## config.mk

```make
export PLATFORM = sky130hd
export DESIGN_NAME = piso_serializer
export DESIGN_NICKNAME = d
export VERILOG_FILES = /design/src/rtl/piso_serializer.sv
export SDC_FILE = /design/constraint.sdc
export NUM_CORES = 1
export LEC_CHECK = 0
export BUFFER_PORTS_ARGS = -buffer_cell sky130_fd_sc_hd__buf_2
export CAP_MARGIN = 10
export CORE_MARGIN = 2
export CORE_UTILIZATION = 25
export CTS_CLUSTER_SIZE = 8
export DETAILED_ROUTE_END_ITERATION = 10
export PLACE_DENSITY = 0.51
export SKIP_CTS_REPAIR_TIMING = 1
export SYNTH_ARGS = -nofsm -noshare
export SYNTH_HDL_FRONTEND = slang
export SYNTH_SLANG_ARGS = --single-unit
```

## constraint.sdc

```tcl
create_clock -name clk -period 3.3 [get_ports clk]
set_input_delay 0.66 -clock clk [delete_from_list [all_inputs] [get_ports clk]]
set_output_delay 0.66 -clock clk [all_outputs]
set_load 0.03 [all_outputs]
```

## src/rtl/piso_serializer.sv

```systemverilog
// MSB-first parallel-to-serial shifter: word accepted on load_valid&&load_ready, first bit one cycle later, back-to-back on the last bit.
// load_ready is high in IDLE and on the final frame bit; define PISO_PARITY_EN to append an even-parity bit to each frame.
module piso_serializer #(
  parameter int WIDTH = 16
) (
  input  logic             clk,
  input  logic             resetn,
  input  logic [WIDTH-1:0] data_in,
  input  logic             load_valid,
  output logic             load_ready,
  output logic             ser_out,
  output logic             ser_valid,
  output logic             frame_start,
  output logic             done
);

  localparam int            CW   = $clog2(WIDTH + 1);
  localparam logic [CW-1:0] LAST = CW'(WIDTH - 1);

`ifdef PISO_PARITY_EN
  typedef enum logic [1:0] {IDLE = 2'd0, SHIFT = 2'd1, PARITY = 2'd2} state_t;
`else
  typedef enum logic {IDLE = 1'b0, SHIFT = 1'b1} state_t;
`endif

  state_t           state, state_nxt;
  logic [CW-1:0]    cnt;
  logic [WIDTH-1:0] shreg;
  logic             rdy_en;
  logic             accept;
  logic             last_bit;
`ifdef PISO_PARITY_EN
  logic             par;
`endif

  assign accept   = load_valid && load_ready;
  assign last_bit = (state == SHIFT) && (cnt == LAST);

  // rdy_en keeps load_ready low through the first edge after reset release
  always_ff @(posedge clk or negedge resetn) begin
    if (!resetn) begin
      state  <= IDLE;
      cnt    <= '0;
      shreg  <= '0;
      rdy_en <= 1'b0;
`ifdef PISO_PARITY_EN
      par    <= 1'b0;
`endif
    end else begin
      state  <= state_nxt;
      rdy_en <= 1'b1;
      if (accept) begin
        shreg <= data_in;
        cnt   <= '0;
`ifdef PISO_PARITY_EN
        par   <= ^data_in;
`endif
      end else if (state == SHIFT) begin
        shreg <= {shreg[WIDTH-2:0], 1'b0};
        cnt   <= last_bit ? '0 : cnt + CW'(1);
      end
    end
  end

  always_comb begin
    state_nxt = state;
    case (state)
      IDLE:  if (accept) state_nxt = SHIFT;
      SHIFT: begin
        if (last_bit) begin
`ifdef PISO_PARITY_EN
          state_nxt = PARITY;
`else
          state_nxt = accept ? SHIFT : IDLE;
`endif
        end
      end
`ifdef PISO_PARITY_EN
      PARITY: state_nxt = accept ? SHIFT : IDLE;
`endif
      default: state_nxt = IDLE;
    endcase
  end

  always_comb begin
    load_ready  = 1'b0;
    ser_out     = 1'b0;
    ser_valid   = 1'b0;
    frame_start = 1'b0;
    done        = 1'b0;
    case (state)
      IDLE: load_ready = rdy_en;
      SHIFT: begin
        ser_valid   = 1'b1;
        ser_out     = shreg[WIDTH-1];
        frame_start = (cnt == '0);
`ifndef PISO_PARITY_EN
        done        = last_bit;
        load_ready  = last_bit;
`endif
      end
`ifdef PISO_PARITY_EN
      PARITY: begin
        ser_valid  = 1'b1;
        ser_out    = par;
        done       = 1'b1;
        load_ready = 1'b1;
      end
`endif
      default: ;
    endcase
  end

endmodule

```

==> impl_metrics.tcl, run 1 <==
set metrics [dict create \
    p_sw_w 0.000416 \
    grt_start_max_net_pins 27 \
    die_y_um 73.3 \
    grt_pass1_wl_mm 3.63 \
    seqPwrFrac_pct 38.2 \
    numPortBuffers 23 \
    antenna_found_initial 0 \
    multiInputGateArea_um2 577 \
    powerDensity_nw_per_um2 863 \
    relSlewSlack_pct 35.3 \
    postRouteAntennaNets 0 \
    layout-drive-gt1-share_pct 51.7 \
    clkPwrFrac_pct 14.4 \
    dr.pass1.iters 4 \
    fin_crit_sh_pct 65.7 \
    grt_util_all_layers_pct 8.85 \
    seq_area_um2 576 \
    initial_utilization_pct 25.7 \
    cp_max_fo 5 \
    rsz0062_at_grt "no" \
    synth_top_area_cell "dfrtp_1" \
    worstPathRequired_ps 2640 \
    synth.yosys.seq_area_share_pct 48.0 \
    hold_viol_final 0 \
    grt_pass1_vias 830 \
    p_leak_nw 0.675 \
    synth_top_area_share_pct 48.0 \
    ys_ff_latch 23 \
    p_comb_share_pct 47.5 \
    drt_iter0_markers 41 \
    ir_worst_vdd_mv 0.210 \
    syn_inst 93 \
    status "finished clean" \
    clockBufferDepth 2 \
    dpl.hpwl_mm 1.50 \
    endpoint_kind "primary output" \
    top_usage_layer "met2" \
    path_class "flip-flop to primary output" \
    final_cells 172 \
    r2r_slack_ps 1130 \
    final_cell_mix "23 x dfrtp_1, 23 x buf_2, 22 x mux2_2, 8 x mux2_4, 7 x nand2_1" \
    hold_ws_ps 368 \
    areaGrowthSynthToFinish_pct 17.8 \
    yosys_warnings 0 \
    gp_congestion 0.708 \
    setup_viol 0 \
    clkTransAtPathRegs_ps 80 \
    dieWidth_um 73.3 \
    synthTopCellsByArea "dfrtp_1 48%, mux2_2 21%, mux2_4 10%, nand2_1 2.2%, ha_1 2.1%" \
    cts-root-buf "clkbuf_8" \
    grtUsageMet3_pct 1.92 \
    hold_class "primary input to async pin" \
    cts_tree "built" \
    avgViaCountPerCell 4.52 \
    drc_errors 0 \
    rows 25 \
    grtUsageMet1_pct 11.4 \
    post_drt_wl_per_cell_um 12.4 \
    grt.overflow.total 0 \
    min_period_ps 2170 \
    synth_area_um2 1200 \
    syn_avg_cell_area_um2 12.9 \
    crit_arrival_ps 1510 \
    synth_mux_area_share_pct 30.7 \
    clk_latency_ps 260 \
    dp.cells 168 \
    tightest_slew_ps 970 \
    nNetsFinal 140 \
    synth_fa_ha_area_share_pct 2.09 \
    max-cap-violations 0 \
    core_area_um2 4660 \
    ys_types 27 \
    fin_setup_tns_ps 0 \
    ios 24 \
    start_kind "flip-flop" \
    wl_mm 2.13 \
    synth_top_family_by_area "multiplexers" \
    slew_viol_final 0 \
    dieArea_um2 5370 \
    use_met2_pct 14.0 \
    numClockSinks 23 \
    fin_skew_ps 3.69 \
    num_vias 778 \
    max_freq_ghz 0.461 \
    n_antenna_cell 0 \
    cts_buffers 3 \
    final_core_util_pct 30.3 \
    intPower_w 0.000804 \
    synthXorXnorAreaFrac_pct 0.730 \
    synth_compound_area_share_pct 6.78 \
    n_fill_cell 482 \
    syn_nets 114 \
    switching_share_pct 34.1 \
    synthSimpleGateAreaFrac_pct 7.51 \
    htree_levels 1 \
]
-- area by class of cell --
class	instances	share of cell area [%]
Inverter	5	1.33
Tap cell	54	4.78
Sequential cell	23	40.7
Clock buffer	4	3.19
Timing Repair Buffer	25	9.20
Multi-Input combinational cell	61	40.8
-- power by group through the flow --
stage	combinational, W	sequential, W	clock [W]
after global placement	0.000578	0.000471	0
after floorplan	0.000484	0.000464	0
after global routing	0.000644	0.000483	0.000197
after CTS	0.000589	0.000467	0.000183
after detailed placement	0.000585	0.000473	0
final	0.000579	0.000466	0.000175
-- synth_stat cells, drive strengths merged --
cell type / count
xor2: 1
dfrtp: 23
o22ai: 1
mux2: 30
conb: 1
o31ai: 1
nor2: 2
o211ai: 1
a32o: 1
a41oi: 1
inv: 5
nand3: 2
buf: 3
o21ai: 3
nor4: 1
clkbuf: 1
ha: 2
nand2b: 2
a22oi: 1
nand2: 7
or3b: 1
a21oi: 1
nand3b: 1
and2: 1
-- state kept, by name, indices dropped and copies added (netlist names) --
register	count
state	1
cnt	5
shreg	16
rdy_en	1
-- metal layers --
metal / share of wire (%) / up-vias
met5: 0 / -
met4: 2.4 / 0
met3: 4.2 / 5
met2: 48 / 21
met1: 45 / 379
li1: - / 373
-- cells by family (layout without fill, tap and decap cells) --
family          count (synthesis)  in the layout
xor+xnor                        1              1
mux                            30             30
simple gates                   17             17
buf+inv                         9             34
fa+ha+maj                       2              2
other cells                     1              1
flops                          23             23
compound gates                 10             10
-- through the flow --
stage	cell area [µm²]	setup WS, ps	total power (W)
2_1_floorplan	1200	768	0.000948
3_3_place_gp	1370	1070	0.00105
3_5_place_dp	1370	1030	0.00106
4_1_cts	1410	1090	0.00124
5_1_grt	1410	987	0.00132
6_report	1410	1130	0.00122
-- worst paths after layout --
kind,endpoint,cells past startpoint,startpoint
worst max-delay path,load_ready,4,cnt[0]$_DFFE_PN0P_
worst min-delay path,cnt[2]$_DFFE_PN0P_,1,resetn
worst max register to register,shreg[1]$_DFFE_PN0P_,4,cnt[0]$_DFFE_PN0P_
worst min register to register,shreg[0]$_DFFE_PN0P_,1,shreg[0]$_DFFE_PN0P_
max in group asynchronous,shreg[2]$_DFFE_PN0P_,1,resetn
min in group clk,shreg[0]$_DFFE_PN0P_,1,shreg[0]$_DFFE_PN0P_
-- critical path, cell delays in order (launching register included) --
cell and delay, ps:
dfrtp_1 410, ha_1 220, nand2b_1 150, o22ai_1 220, buf_2 240
No activity file was read; power rests on OpenSTA's default activity.
==> inputs of run 2 (changes only) <==
==> constraint.sdc (replaced) <==
create_clock -name clk -period 2.25 [get_ports clk]
set_input_delay 0.45 -clock clk [delete_from_list [all_inputs] [get_ports clk]]
set_output_delay 0.45 -clock clk [all_outputs]
set_load 0.03 [all_outputs]
==> run 2 against run 1 <==
Total power up 48%. Global-route usage down 0.16 points. Clock skew down 3.0 ps. Highest routed layer unchanged. Via count unchanged. Count of clock-buffer cells in the layout down 1.
==> impl_metrics.tcl, run 2 (synthesized netlist as in run 1, its figures left out) <==
set metrics [dict create \
    htree_levels 1 \
    areaGrowthSynthToFinish_pct 19.1 \
    grt_util_all_layers_pct 8.69 \
    final_cell_mix "23 x dfrtp_1, 23 x buf_2, 22 x mux2_2, 8 x mux2_4, 7 x nand2_1" \
    fin_skew_ps 0.696 \
    hold_viol_final 0 \
    clkTransAtPathRegs_ps 80 \
    hold_ws_ps 148 \
    crit_path_cell_trace "nand3_2 > o22ai_1 > buf_2" \
    dpl.hpwl_mm 1.65 \
    die_y_um 73.3 \
    crit_arrival_ps 1560 \
    cts_tree "built" \
    cts_buffers 3 \
    clockBufferDepth 2 \
    reg.largest.list "shreg (16), cnt (5)" \
    start_kind "flip-flop" \
    powerDensity_nw_per_um2 1270 \
    path_class "flip-flop to primary output" \
    worstPathRequired_ps 1800 \
    r2r-end "shreg[7]$_DFFE_PN0P_" \
    gp_congestion 0.905 \
    drc_errors 0 \
    setup_viol 0 \
    dieWidth_um 73.3 \
    max_freq_ghz 0.497 \
    cp_num_buf_inv 1 \
    antenna_found_initial 0 \
    cp_max_fo 15 \
    path_delay_family "flip-flops" \
    grt_start_max_net_pins 24 \
    grt_pass1_vias 812 \
    rr_worst_depth 5 \
    postRouteAntennaNets 0 \
    drt_iter0_markers 42 \
    rows 25 \
    core_area_um2 4660 \
    ir_worst_vdd_mv 0.302 \
    status "finished clean" \
    post_drt_wl_per_cell_um 12.6 \
    grt.overflow.total 0 \
    fin_setup_tns_ps 0 \
    cp_slowest_cell "dfrtp_1" \
    p_leak_nw 0.684 \
    grt_pass1_wl_mm 3.61 \
    min_period_ps 2010 \
    hold_class "primary input to async pin" \
    slew_viol_final 0 \
    avgViaCountPerCell 4.50 \
    n_antenna_cell 0 \
    dieArea_um2 5370 \
    largest_register "shreg" \
    layout-drive-gt1-share_pct 53.8 \
    relSlewSlack_pct 66.0 \
    max_stage_delay_ps 640 \
    initial_utilization_pct 25.7 \
    clk_latency_ps 260 \
    endpoint_kind "primary output" \
    wl_mm 2.18 \
    numClockSinks 23 \
    nNetsFinal 141 \
    dr.pass1.iters 4 \
    fin_crit_sh_pct 89.4 \
    largest_reg_flops 16 \
    r2r_slack_ps 470 \
    cts-root-buf "clkbuf_8" \
    ios 24 \
    tightest_slew_ps 510 \
    r2r-start "cnt[0]$_DFFE_PN0P_" \
    rsz0062_at_grt "no" \
    num_vias 778 \
    max-cap-violations 0 \
    numPortBuffers 23 \
]
==> run 2: worst max path at each step <==
stage / startpoint / to / slack [ps] / depth (start not counted)
after CTS: state$_DFF_PN0_ / load_ready / 230 / 3
after detailed placement: cnt[0]$_DFFE_PN0P_ / shreg[7]$_DFFE_PN0P_ / 480 / 5
after floorplan: state$_DFF_PN0_ / frame_start / 270 / 4
final: state$_DFF_PN0_ / load_ready / 240 / 3
after global placement: state$_DFF_PN0_ / shreg[7]$_DFFE_PN0P_ / 550 / 4
after global routing: cnt[0]$_DFFE_PN0P_ / load_ready / 120 / 4
==> run 2: layer usage <==
metal,routed length [µm],track usage [%]
met2,1110,14.2
met5,0,0
met1,941,10.4
met4,17,4.12
met3,111,2.61
==> run 2: cell type report <==
cell class / count / area, µm²
Multi-Input combinational cell: 61 / 583
Fill cell: 480 / 3230
Timing Repair Buffer: 26 / 138
Inverter: 5 / 18.8
Clock buffer: 3 / 41.3
Clock inverter: 1 / 5.00
Sequential cell: 23 / 576
Tap cell: 54 / 67.6
==> run 2: through the flow <==
| step | worst slack, ps | instance area, µm² | util (%) | std cells | power (W) |
|---|---|---|---|---|---|
| after floorplan | 271 | 1210 | - | 93 | 0.00140 |
| after global placement | 547 | 1380 | 29.7 | 169 | 0.00155 |
| after detailed placement | 485 | 1380 | 29.7 | 169 | 0.00158 |
| after CTS | 232 | 1430 | 30.7 | 173 | 0.00184 |
| after global routing | 123 | 1430 | 30.7 | 173 | 0.00195 |
| final | 238 | 1430 | 30.7 | 173 | 0.00181 |
==> run 2: where the power goes <==
group          internal [W]  switching [W]  total, W
Clock              0.000123       0.000132  0.000256
Sequential         0.000577       0.000146  0.000724
Combinational      0.000480       0.000349  0.000829
==> inputs of run 3 (changes only) <==
--- a/config.mk
+++ b/config.mk
@@ -12,6 +12,7 @@
 export CTS_CLUSTER_SIZE = 8
 export DETAILED_ROUTE_END_ITERATION = 10
 export PLACE_DENSITY = 0.51
+export RECOVER_POWER = 100
 export SKIP_CTS_REPAIR_TIMING = 1
 export SYNTH_ARGS = -nofsm -noshare
 export SYNTH_HDL_FRONTEND = slang
==> run 3 against run 2 <==
Maximum frequency rose by 0.56%. Critical endpoint unchanged. Routed wire length increased by 1.0%. Total power is 5.8% lower.
==> impl_metrics.tcl, run 3 (synthesized netlist as in run 1, its figures left out) <==
set metrics [dict create \
    setup_viol 0 \
    cp_max_fo 5 \
    ir_worst_vdd_mv 0.293 \
    drc_errors 0 \
    path_class "flip-flop to primary output" \
    p_leak_nw 0.649 \
    final_area_um2 1380 \
    core_area_um2 4660 \
    final_cell_mix "23 x dfrtp_1, 22 x mux2_2, 18 x buf_2, 8 x mux2_1, 7 x nand2_1" \
    final_cells 173 \
    final_common_cell "dfrtp_1" \
    final_core_util_pct 29.6 \
    max_freq_ghz 0.500 \
    status "finished clean" \
    clkTransAtPathRegs_ps 80 \
    n_antenna_cell 0 \
    post_drt_wl_per_cell_um 12.7 \
    grt_pass1_vias 812 \
    cts_tree "built" \
    crit_arrival_ps 1550 \
    hold_ws_ps 399 \
    die_y_um 73.3 \
    multiInputGateArea_um2 539 \
    n_fill_cell 493 \
    fin_setup_tns_ps 0 \
    gp_congestion 0.905 \
    startpoint "cnt[0]$_DFFE_PN0P_" \
    dp.cells 169 \
    fin_skew_ps 1.16 \
    dr.pass1.iters 4 \
    relSlewSlack_pct 18.6 \
    grt_start_max_net_pins 24 \
    worstPathRequired_ps 1800 \
    fin_crit_sh_pct 88.9 \
    antenna_found_initial 0 \
    r2r-start "cnt[0]$_DFFE_PN0P_" \
    seq_area_um2 576 \
    initial_utilization_pct 25.7 \
    clk_latency_ps 260 \
    dpl.hpwl_mm 1.65 \
    grt.overflow.total 0 \
    largest_register "shreg" \
    ios 24 \
    num_vias 773 \
    cts_buffers 3 \
    slew_viol_final 0 \
    layout-drive-gt1-share_pct 42.9 \
    areaGrowthSynthToFinish_pct 14.8 \
    avgViaCountPerCell 4.47 \
    cp-endpoint "load_ready" \
    tightest_slew_ps 1220 \
    largest_reg_flops 16 \
    crit_path_cell_trace "ha_1 > nand2b_1 > o22ai_1 > clkbuf_2" \
    dieArea_um2 5370 \
    rr_worst_depth 5 \
    dieWidth_um 73.3 \
    hold_class "primary input to flip-flop" \
    postRouteAntennaNets 0 \
    start_kind "flip-flop" \
    place_area_um2 1380 \
    r2r-end "shreg[1]$_DFFE_PN0P_" \
    grt_pass1_wl_mm 3.61 \
    cp_slowest_cell "dfrtp_1" \
    grt_util_all_layers_pct 8.69 \
    clockBufferDepth 2 \
    max-cap-violations 0 \
    min_period_ps 2000 \
    nNetsFinal 141 \
    cts-root-buf "clkbuf_8" \
    numClockSinks 23 \
    numPortBuffers 23 \
    max_stage_delay_ps 430 \
    hold_viol_final 0 \
    drt_iter0_markers 46 \
    rsz0062_at_grt "no" \
    rows 25 \
    wl_mm 2.20 \
    endpoint_kind "primary output" \
    powerDensity_nw_per_um2 1240 \
    htree_levels 1 \
    hold_start "data_in[8]" \
    r2r_slack_ps 350 \
    reg.largest.list "shreg (16), cnt (5)" \
]
## run 3: worst min path at each step
| stage | to | slack [ps] | cells after the start |
|---|---|---|---|
| after floorplan | cnt[0]$_DFFE_PN0P_ | 150 | 0 |
| after global placement | cnt[3]$_DFFE_PN0P_ | 460 | 1 |
| after detailed placement | cnt[0]$_DFFE_PN0P_ | 460 | 1 |
| after CTS | cnt[0]$_DFFE_PN0P_ | 170 | 1 |
| after global routing | shreg[8]$_DFFE_PN0P_ | 390 | 2 |
| final | shreg[8]$_DFFE_PN0P_ | 400 | 2 |
## run 3: where the power goes
part	switching [W]	internal, W
logic	0.000334	0.000391
clock network	0.000132	0.000123
registers	0.000146	0.000577
## run 3: layout make-up
class | instances | share of cell area (%)
inverter | 5 | 1.36
timing repair buffer | 26 | 9.45
clock inverter | 1 | 0.363
clock buffer | 3 | 3.00
multi-input combinational | 61 | 39.1
tap | 54 | 4.90
sequential | 23 | 41.8
## run 3: stage by stage
step	total power, W	setup WS [ps]
5_1_grt	0.00185	136
3_3_place_gp	0.00155	547
4_1_cts	0.00184	232
6_report	0.00170	250
2_1_floorplan	0.00140	271
3_5_place_dp	0.00158	485
## run 3: critical path: cells and delay by family, from the launching register on
family	cells	cell delay, ps
simple gates	1	130
compound gates	1	250
fa+ha+maj	1	220
flops	1	430
buf+inv	1	260
## run 3: metal layers
metal	wire [µm]	vias up	global-route usage, %
li1	-	375	-
met1	945	383	10.4
met2	1130	13	14.2
met3	116	2	2.61
met4	14	0	4.12
met5	0	-	0
